<file path="config.mk">
export PLATFORM = sky130hd
export DESIGN_NAME = fifo_arbiter
export DESIGN_NICKNAME = d
export VERILOG_FILES = /design/src/rtl/fifo_pkg.sv /design/src/rtl/fifo_arbiter_rr_arbiter.sv /design/src/rtl/fifo_arbiter.sv
export SDC_FILE = /design/constraint.sdc
export NUM_CORES = 1
export LEC_CHECK = 0
export ABC_AREA = 1
export CAP_MARGIN = 20
export CELL_PAD_IN_SITES_DETAIL_PLACEMENT = 1
export CELL_PAD_IN_SITES_GLOBAL_PLACEMENT = 1
export CORE_MARGIN = 5
export CORE_UTILIZATION = 28
export DETAILED_ROUTE_END_ITERATION = 10
export GPL_TIMING_DRIVEN = 0
export PLACE_DENSITY_LB_ADDON = 0.1
export SKIP_LAST_GASP = 1
export SYNTH_ARGS = -nofsm -noshare
export SYNTH_HDL_FRONTEND = slang
export SYNTH_SLANG_ARGS = --single-unit
</file>
<file path="constraint.sdc">
create_clock -name clk -period 4.1 [get_ports clk]
set_clock_uncertainty 0.1 [all_clocks]
set_input_delay 1.025 -clock clk [delete_from_list [all_inputs] [get_ports clk]]
set_output_delay 1.025 -clock clk [all_outputs]
set_load 0.01 [all_outputs]
</file>
<file path="src/rtl/fifo_pkg.sv">
// Shared types for the fifo slice: data word, arbiter defaults and pop FSM states.
package fifo_pkg;

  localparam int unsigned DATA_W = 8;
  typedef logic [DATA_W-1:0] data_t;

  localparam int unsigned N_REQ_DEF    = 4;
  localparam int unsigned READ_LAT_DEF = 1;

  localparam int unsigned REQ_IDX_W = $clog2(N_REQ_DEF);
  typedef logic [REQ_IDX_W-1:0] req_idx_t;

  typedef enum logic [1:0] {
    IDLE = 2'd0,
    WAIT = 2'd1,
    HOLD = 2'd2
  } pop_state_t;

endpackage

</file>
<file path="src/rtl/fifo_arbiter_rr_arbiter.sv">
// Combinational round-robin picker: first active request at or after ptr, wrapping.
module rr_arbiter
  import fifo_pkg::*;
#(
  parameter  int unsigned N_REQ = N_REQ_DEF,
  localparam int unsigned IDX_W = $clog2(N_REQ)
) (
  input  logic [N_REQ-1:0] req,
  input  logic [IDX_W-1:0] ptr,
  output logic [N_REQ-1:0] gnt,
  output logic [IDX_W-1:0] winner,
  output logic             any_gnt
);

  int unsigned idx;

  always_comb begin
    gnt     = '0;
    winner  = '0;
    any_gnt = 1'b0;
    idx     = 0;
    for (int unsigned i = 0; i < N_REQ; i++) begin
      idx = (32'(ptr) + i) % N_REQ;
      if (!any_gnt && req[IDX_W'(idx)]) begin
        any_gnt               = 1'b1;
        winner                = IDX_W'(idx);
        gnt[IDX_W'(idx)]      = 1'b1;
      end
    end
  end

endmodule

</file>
<file path="src/rtl/fifo_arbiter.sv">
// Shares one fifo between N_REQ producers (round-robin push) and drains it to a valid/ready port.
// Optional FIFO_ARB_STATS_EN adds saturating grant/stall counters.
module fifo_arbiter
  import fifo_pkg::*;
#(
  parameter int unsigned N_REQ    = N_REQ_DEF,
  parameter int unsigned READ_LAT = READ_LAT_DEF
) (
  input  logic                     clk,
  input  logic                     rst,
  input  logic [N_REQ-1:0]         req,
  input  data_t [N_REQ-1:0]        req_data,
  output logic [N_REQ-1:0]         gnt,
  output logic                     fifo_push,
  output data_t                    fifo_data,
  input  logic                     fifo_full,
  output logic                     fifo_pop,
  input  logic                     fifo_empty,
  input  data_t                    fifo_rdata,
  output logic                     out_valid,
  output data_t                    out_data,
  input  logic                     out_ready
`ifdef FIFO_ARB_STATS_EN
  ,
  input  logic [$clog2(N_REQ)-1:0] stat_sel,
  output logic [15:0]              stat_gnt,
  output logic [15:0]              stat_stall
`endif
);

  localparam int unsigned IDX_W = $clog2(N_REQ);
  localparam int unsigned CNT_W = $clog2(READ_LAT + 1);

  logic [IDX_W-1:0] ptr;
  logic [IDX_W-1:0] ptr_nxt;
  logic [IDX_W-1:0] winner;
  logic [N_REQ-1:0] arb_gnt;
  logic             arb_any;
  logic             push_ok;

  // Push side: zero-latency grant, suppressed by reset and by a full fifo.
  rr_arbiter #(
    .N_REQ (N_REQ)
  ) u_rr_arbiter (
    .req     (req),
    .ptr     (ptr),
    .gnt     (arb_gnt),
    .winner  (winner),
    .any_gnt (arb_any)
  );

  assign push_ok   = rst && arb_any && !fifo_full;
  assign gnt       = push_ok ? arb_gnt : '0;
  assign fifo_push = push_ok;
  assign fifo_data = req_data[winner];
  assign ptr_nxt   = (winner == IDX_W'(N_REQ - 1)) ? '0 : winner + IDX_W'(1);

  always_ff @(posedge clk) begin
    if (!rst) begin
      ptr <= '0;
    end else if (push_ok) begin
      ptr <= ptr_nxt;
    end
  end

  // Pop side: issue pop, wait out the RAM read latency, then hold the word until accepted.
  pop_state_t       state;
  pop_state_t       state_d;
  logic [CNT_W-1:0] cnt;
  logic [CNT_W-1:0] cnt_d;
  logic             out_valid_d;
  data_t            out_data_d;
  logic             pop_c;

  always_ff @(posedge clk) begin
    if (!rst) begin
      state     <= IDLE;
      cnt       <= '0;
      out_valid <= 1'b0;
      out_data  <= '0;
    end else begin
      state     <= state_d;
      cnt       <= cnt_d;
      out_valid <= out_valid_d;
      out_data  <= out_data_d;
    end
  end

  always_comb begin
    state_d     = state;
    cnt_d       = cnt;
    out_valid_d = out_valid;
    out_data_d  = out_data;
    pop_c       = 1'b0;
    unique case (state)
      IDLE: begin
        if (!fifo_empty) begin
          pop_c   = 1'b1;
          cnt_d   = CNT_W'(READ_LAT);
          state_d = WAIT;
        end
      end
      WAIT: begin
        if (cnt == CNT_W'(1)) begin
          out_data_d  = fifo_rdata;
          out_valid_d = 1'b1;
          cnt_d       = '0;
          state_d     = HOLD;
        end else begin
          cnt_d = cnt - CNT_W'(1);
        end
      end
      HOLD: begin
        if (out_ready) begin
          out_valid_d = 1'b0;
          if (!fifo_empty) begin
            pop_c   = 1'b1;
            cnt_d   = CNT_W'(READ_LAT);
            state_d = WAIT;
          end else begin
            state_d = IDLE;
          end
        end
      end
      default: begin
        state_d = IDLE;
      end
    endcase
  end

  assign fifo_pop = rst && pop_c;

`ifdef FIFO_ARB_STATS_EN
  localparam logic [15:0] STAT_MAX = 16'hFFFF;

  logic [15:0] gnt_cnt [N_REQ];
  logic [15:0] stall_cnt;

  for (genvar g = 0; g < N_REQ; g++) begin : g_gnt_cnt
    always_ff @(posedge clk) begin
      if (!rst) begin
        gnt_cnt[g] <= '0;
      end else if (gnt[g] && gnt_cnt[g] != STAT_MAX) begin
        gnt_cnt[g] <= gnt_cnt[g] + 16'd1;
      end
    end
  end

  always_ff @(posedge clk) begin
    if (!rst) begin
      stall_cnt <= '0;
    end else if (|req && fifo_full && stall_cnt != STAT_MAX) begin
      stall_cnt <= stall_cnt + 16'd1;
    end
  end

  // Out-of-range selects (non power-of-two N_REQ) read as zero.
  assign stat_gnt   = (32'(stat_sel) < N_REQ) ? gnt_cnt[stat_sel] : '0;
  assign stat_stall = stall_cnt;
`endif

endmodule

</file>
==> results of run 1 <==
## cell usage in the layout, fill, tap and decap left out, types with 8 or more instances in the layout
master,n
a21oi_1,17
nand2_1,39
buf_4,11
o21ai_1,13
ha_1,8
nor2_1,15
nand3_1,12
dfxtp_1,14
o21ai_0,12
clkdlybuf4s50_1,57
inv_1,31
## logic make-up (layout without fill, tap and decap cells)
family | Yosys count | count (layout)
simple gates | 89 | 89
buf+inv | 43 | 129
compound gates | 58 | 58
flops | 14 | 14
fa+ha+maj | 8 | 8
## registers in the layout (all words and copies together), names as in the netlist
register and cells:
out_valid 1, cnt 1, state 2, ptr 2
out_data 8
## cell type report
cell class,count,area (sq um)
Fill cell,628,2487
Multi-Input combinational cell,155,927.1
Timing Repair Buffer,83,773.2
Sequential cell,14,280.3
Inverter,38,150.1
Tap cell,67,83.83
Buffer,5,42.54
Clock buffer,3,41.29
## layer usage
metal | wire (microns) | track usage | part of all wire
met5 | 0 | 0 | 0
met4 | 29 | 0.02534 | 0.0059
met3 | 386 | 0.03251 | 0.079
met2 | 2175 | 0.2508 | 0.44
met1 | 2319 | 0.1952 | 0.47
## tightest hold or removal path, delay by kind of cell (launching register included)
| kind | cells | cell delay [ns] |
|---|---|---|
| buffers and inverters | 1 | 0.05 |
| flip-flops | 1 | 0.30 |
| AO/OA/AOI/OAI | 1 | 0.05 |
## metrics by stage
stage	util	power (mW)	cells	instance area [sq um]
after floorplan	-	0.7841	212	1395
after global placement	0.4575	1.153	350	2190
after detailed placement	0.4575	1.166	350	2190
after CTS	0.4792	1.288	361	2293
after global routing	0.4803	1.414	365	2298
final	0.4803	1.291	365	2298
## worst max-delay path by stage
stage                    to  cells past startpoint
2_1_floorplan  fifo_data[0]                     11
3_3_place_gp   fifo_data[2]                     12
3_5_place_dp   fifo_data[2]                     12
4_1_cts        fifo_data[2]                     14
5_1_grt        fifo_data[4]                     14
6_report       fifo_data[2]                     14
## what timing repair did
action                                  CTS  global route
pin swaps                                 4             2
hold endpoints to repair                  0             0
endpoints found under the setup margin   12            10
buffers inserted                          8             4
resized for setup                        14            22
## power breakdown
| group | switching (mW) | internal [mW] |
|---|---|---|
| clock network | 0.0437 | 0.0648 |
| logic | 0.577 | 0.437 |
| registers | 0.0188 | 0.150 |
==> out/metrics.yaml, run 1 <==
maxSlewHeadroom: 0.7001
cp_top_family: "buffers and inverters"
ys_ff_latch: 14
grt_max_degree: 11
yosys_warnings: 0
path_buf_inv: 6
cts_buffers: 3
grt.total_usage: 0.1486
leakage_nw: 1.051
cap_viol_max_count: 0
root_buffer: "clkbuf_8"
status: "finished clean"
synth_simple_gate_area_share: 0.3399
start_util: 0.2915
period_needed_ns: 3.989
r2r_slack_ns: 1.56
slowest_delay_ns: 0.52
min_path_type: "reg2reg"
via_per_inst: 4.677
r2r-start: "ptr[0]$_SDFFE_PN0P_"
critical_path_class: "in2out"
syn_area_per_cell_sq_um: 6.581
antenna_found_initial: 0
r2r_cells: 16
port_buffers: 71
routabilityCongestion: 0.7843
synth_compound_area_frac: 0.2493
cts_sinks: 14
drt-pass1-iter-count: 4
tns_ns: 0
die_area_sq_um: 6494
ant_nets: 0
synth_common_cells: "nand2_1 (39), inv_1 (32), a21oi_1 (17)"
yosys_most_used_dff: "dfxtp_1"
die_h_microns: 80.59
setup_ws_ns: 0.1108
power.density_nw_per_um2: 561.8
finalCritPeriodShare: 0.9730
yosysSeqAreaShare: 0.2009
clk_pin_slew_ns: 0.05
synthDistinctLibCells: 30
grt_pass1_vias: 1699
crit_path_start: "req[0]"
rows: 25
preCtsSetupSlack_ns: -0.3645
synthToLayoutAreaGrowth_pct: 64.75
fin_hold_ws_ns: 0.3419
drt_iter0_drc: 23
cp_slowest_cell: "clkdlybuf4s50_1"
post_drt_wl_per_cell_microns: 13.46
start_kind: "input pin"
syn_area_sq_um: 1395
place_hpwl_microns: 3792
ios: 72
die_w_microns: 80.59
cts_tree: "built"
fin_nets: 357
diodes: 0
synthAdderAreaFrac: 0.07175
hold_buffers: 0
crit_path_end_kind: "primary output"
clockBufferDepth: 2
muxShareOfSynthArea: 0
irDropWorstVdd_mv: 0.2203
drt_wl_total_microns: 4912
hold_viol: 0
synth.area.top_cells: "dfxtp_1 (20%), nand2_1 (10%), inv_1 (8.6%), ha_1 (7.2%), a21oi_1 (6.1%)"
rsz0062_at_grt: "yes"
grt_overflow: 0
required_ns: 2.97
min_path_cells: 2
cp_max_fo: 9
core_area_sq_um: 4786
syn-num-nets: 269
worstHoldStart: "out_data[1]$_SDFFE_PN0P_"
h-tree-depth: 1
cp.arrival_ns: 2.86
synthXorXnorAreaFrac: 0
clkLatencyLatePin_ns: 0.24
synth_most_common_cell: "nand2_1"
synth_top_area_cell: "dfxtp_1"
timing.rr.end: "ptr[1]$_SDFFE_PN0P_"
grt_pass1_wl_microns: 7755
tightest_slew_ns: 0.4499
timing.fmax_mhz: 250.7
min_to: "out_data[1]$_SDFFE_PN0P_"
setup_violations: 0
slew_violations: 0
yosysTopAreaCellShare: 0.2009
cp_cell_sequence: "clkdlybuf4s50_1 -> inv_1 -> nand2_1 -> nand3_2 -> nand2_4 -> inv_2 -> nand3_4 -> nor2_4 -> buf_4 -> o21ai_4 -> buf_12 -> o211ai_1 -> o21ai_1 -> buf_2"
synth_top_family_by_area: "simple AND/OR/NAND/NOR gates"
async_flop_share: 0
layout-drive-gt1-share: 0.1980
vias: 1707
synth-edff-count: 0
drc_errors: 0
syn_inst: 212
No activity file was read; power rests on OpenSTA's default activity.
==> inputs of run 2 (changes only) <==
SETUP_SLACK_MARGIN = 0.15   (was unset)
==> out/metrics.yaml, run 2 (synthesis gave the netlist of run 1 again) <==
fin_hold_ws_ns: 0.3419
grt.total_usage: 0.1488
wl_met2_microns: 2251
diodes: 0
layout_common_cells: "clkdlybuf4s50_1 (54), nand2_1 (35), inv_1 (31)"
leakage_nw: 1.067
met3_length_microns: 400
core_area_sq_um: 4786
cp_top_family: "buffers and inverters"
final_cell_count_no_fill: 367
cts_sinks: 14
cp_max_fo: 6
via_per_inst: 4.687
irDropWorstVdd_mv: 0.2297
utilization: 0.4912
start_kind: "input pin"
top_regs: "out_data: 8 flops, ptr: 2 flops, state: 2 flops"
slew_violations: 0
path_buf_inv: 5
min_path_type: "reg2reg"
largest_reg_flops: 8
die_area_sq_um: 6494
ant_nets: 0
p_total_mw: 1.365
drt-met1-wl_microns: 2294
tightest_slew_ns: 0.4490
layout_commonest_cell: "clkdlybuf4s50_1"
clk_pin_slew_ns: 0.05
slowest_delay_ns: 0.26
rows: 25
cp_slowest_cell: "dlygate4sd2_1"
drc_errors: 0
rsz0062_at_grt: "no"
fin_nets: 359
hold_viol: 0
cts_tree: "built"
cp_common_cell: "nand2_1"
cp.arrival_ns: 2.67
die_w_microns: 80.59
r2r_cells: 15
cap_viol_max_count: 0
min_path_cells: 2
timing.fmax_mhz: 263.8
status: "finished clean"
critical_path_class: "in2out"
h-tree-depth: 1
largest_register: "out_data"
clockBufferDepth: 2
required_ns: 2.97
period_needed_ns: 3.791
power.density_nw_per_um2: 580.6
synthToLayoutAreaGrowth_pct: 68.52
crit_path_end_kind: "primary output"
place_inst: 350
timing.rr.end: "ptr[0]$_SDFFE_PN0P_"
routabilityCongestion: 0.7843
clkLatencyLatePin_ns: 0.24
r2r-start: "ptr[0]$_SDFFE_PN0P_"
top_layer: "met4"
place_hpwl_microns: 3792
finalCritPeriodShare: 0.9245
min_to: "out_data[1]$_SDFFE_PN0P_"
drt_iter0_drc: 16
maxSlewHeadroom: 0.7007
drt-pass1-iter-count: 4
setup_violations: 0
die_h_microns: 80.59
grt_pass1_wl_microns: 7755
r2r_slack_ns: 1.66
vias: 1720
cp_cell_sequence: "dlygate4sd2_1 -> nand2_1 -> nand2_1 -> nand2_1 -> nand2_2 -> inv_1 -> nor2_4 -> buf_6 -> nor2_4 -> nor2_8 -> buf_6 -> o21ai_0 -> o21ai_1 -> buf_2"
worstHoldStart: "out_data[1]$_SDFFE_PN0P_"
grt_max_degree: 11
start_util: 0.2915
grt_overflow: 0
layout-drive-gt1-share: 0.2267
root_buffer: "clkbuf_8"
post_drt_wl_per_cell_microns: 13.56
hold_buffers: 0
port_buffers: 71
antenna_found_initial: 0
grt_pass1_vias: 1691
drt_wl_total_microns: 4976
ios: 72
cts_buffers: 3
-- run 2: cell count changes in the layout (fill, tap and decap cells not counted), moves of 2 or more --
cell | before | now
clkdlybuf4s50_1 | 57 | 54
buf_8 | 0 | 2
dfxtp_2 | 0 | 2
buf_2 | 2 | 8
dlygate4sd2_1 | 4 | 6
nand2_2 | 7 | 11
nand2_1 | 39 | 35
dfxtp_1 | 14 | 12
clkbuf_2 | 7 | 1
-- run 2: timing repair --
item | in CTS | in global routing
gates resized for setup | 40 | 21
buffers inserted | 9 | 5
setup endpoints to repair | 13 | 12
pin swaps | 4 | 5
-- run 2: final cells by class --
cell class	instances	area [sq um]
repair buffers	85	793.3
well taps	67	83.83
clock buffers	3	41.29
fillers	621	2435
flip-flops and latches	14	282.8
inverters	38	152.6
plain buffers	5	50.05
multi-input cells	155	947.2
-- run 2: power breakdown --
group / internal (mW) / switching, mW / leakage [nW]
registers: 0.152 / 0.0188 / 0.115
clock network: 0.0648 / 0.0443 / 0.0216
logic: 0.490 / 0.595 / 0.931
total: 0.707 / 0.658 / 1.07
-- run 2: worst max path at each step --
stage           start            to  slack (ns)  cells past startpoint
2_1_floorplan  req[3]  fifo_data[0]        0.87                     11
3_3_place_gp   req[3]  fifo_data[2]       -0.34                     12
3_5_place_dp   req[3]  fifo_data[2]       -0.36                     12
4_1_cts        req[1]  fifo_data[0]        0.06                     14
5_1_grt        req[0]  fifo_data[3]        0.20                     14
6_report       req[0]  fifo_data[3]        0.31                     14
-- run 2: worst register-to-register path: stages, from the launching register on --
cell	delay (ns)
dfxtp_2	0.38
buf_6	0.18
inv_8	0.07
ha_1	0.35
inv_1	0.12
nand3_2	0.10
nand2_4	0.13
buf_4	0.13
inv_2	0.03
nor2_4	0.13
nand3_1	0.10
nand2_2	0.14
inv_2	0.07
buf_4	0.13
a21oi_1	0.11
nor2_1	0.06
-- run 2: per-stage QoR --
step	setup WS (ns)	setup TNS, ns	area [sq um]
after floorplan	0.8667	0	1395
after global placement	-0.3405	-2.815	2190
after detailed placement	-0.3645	-3.227	2190
after CTS	0.06490	0	2273
after global routing	0.2006	0	2351
final	0.3094	0	2351
-- run 2: metal layers --
metal  up-vias  global-route usage
met3         2             0.03139
met5         -                   0
met4         0             0.02534
met2        61              0.2492
met1       781              0.1979
li1        876                   -
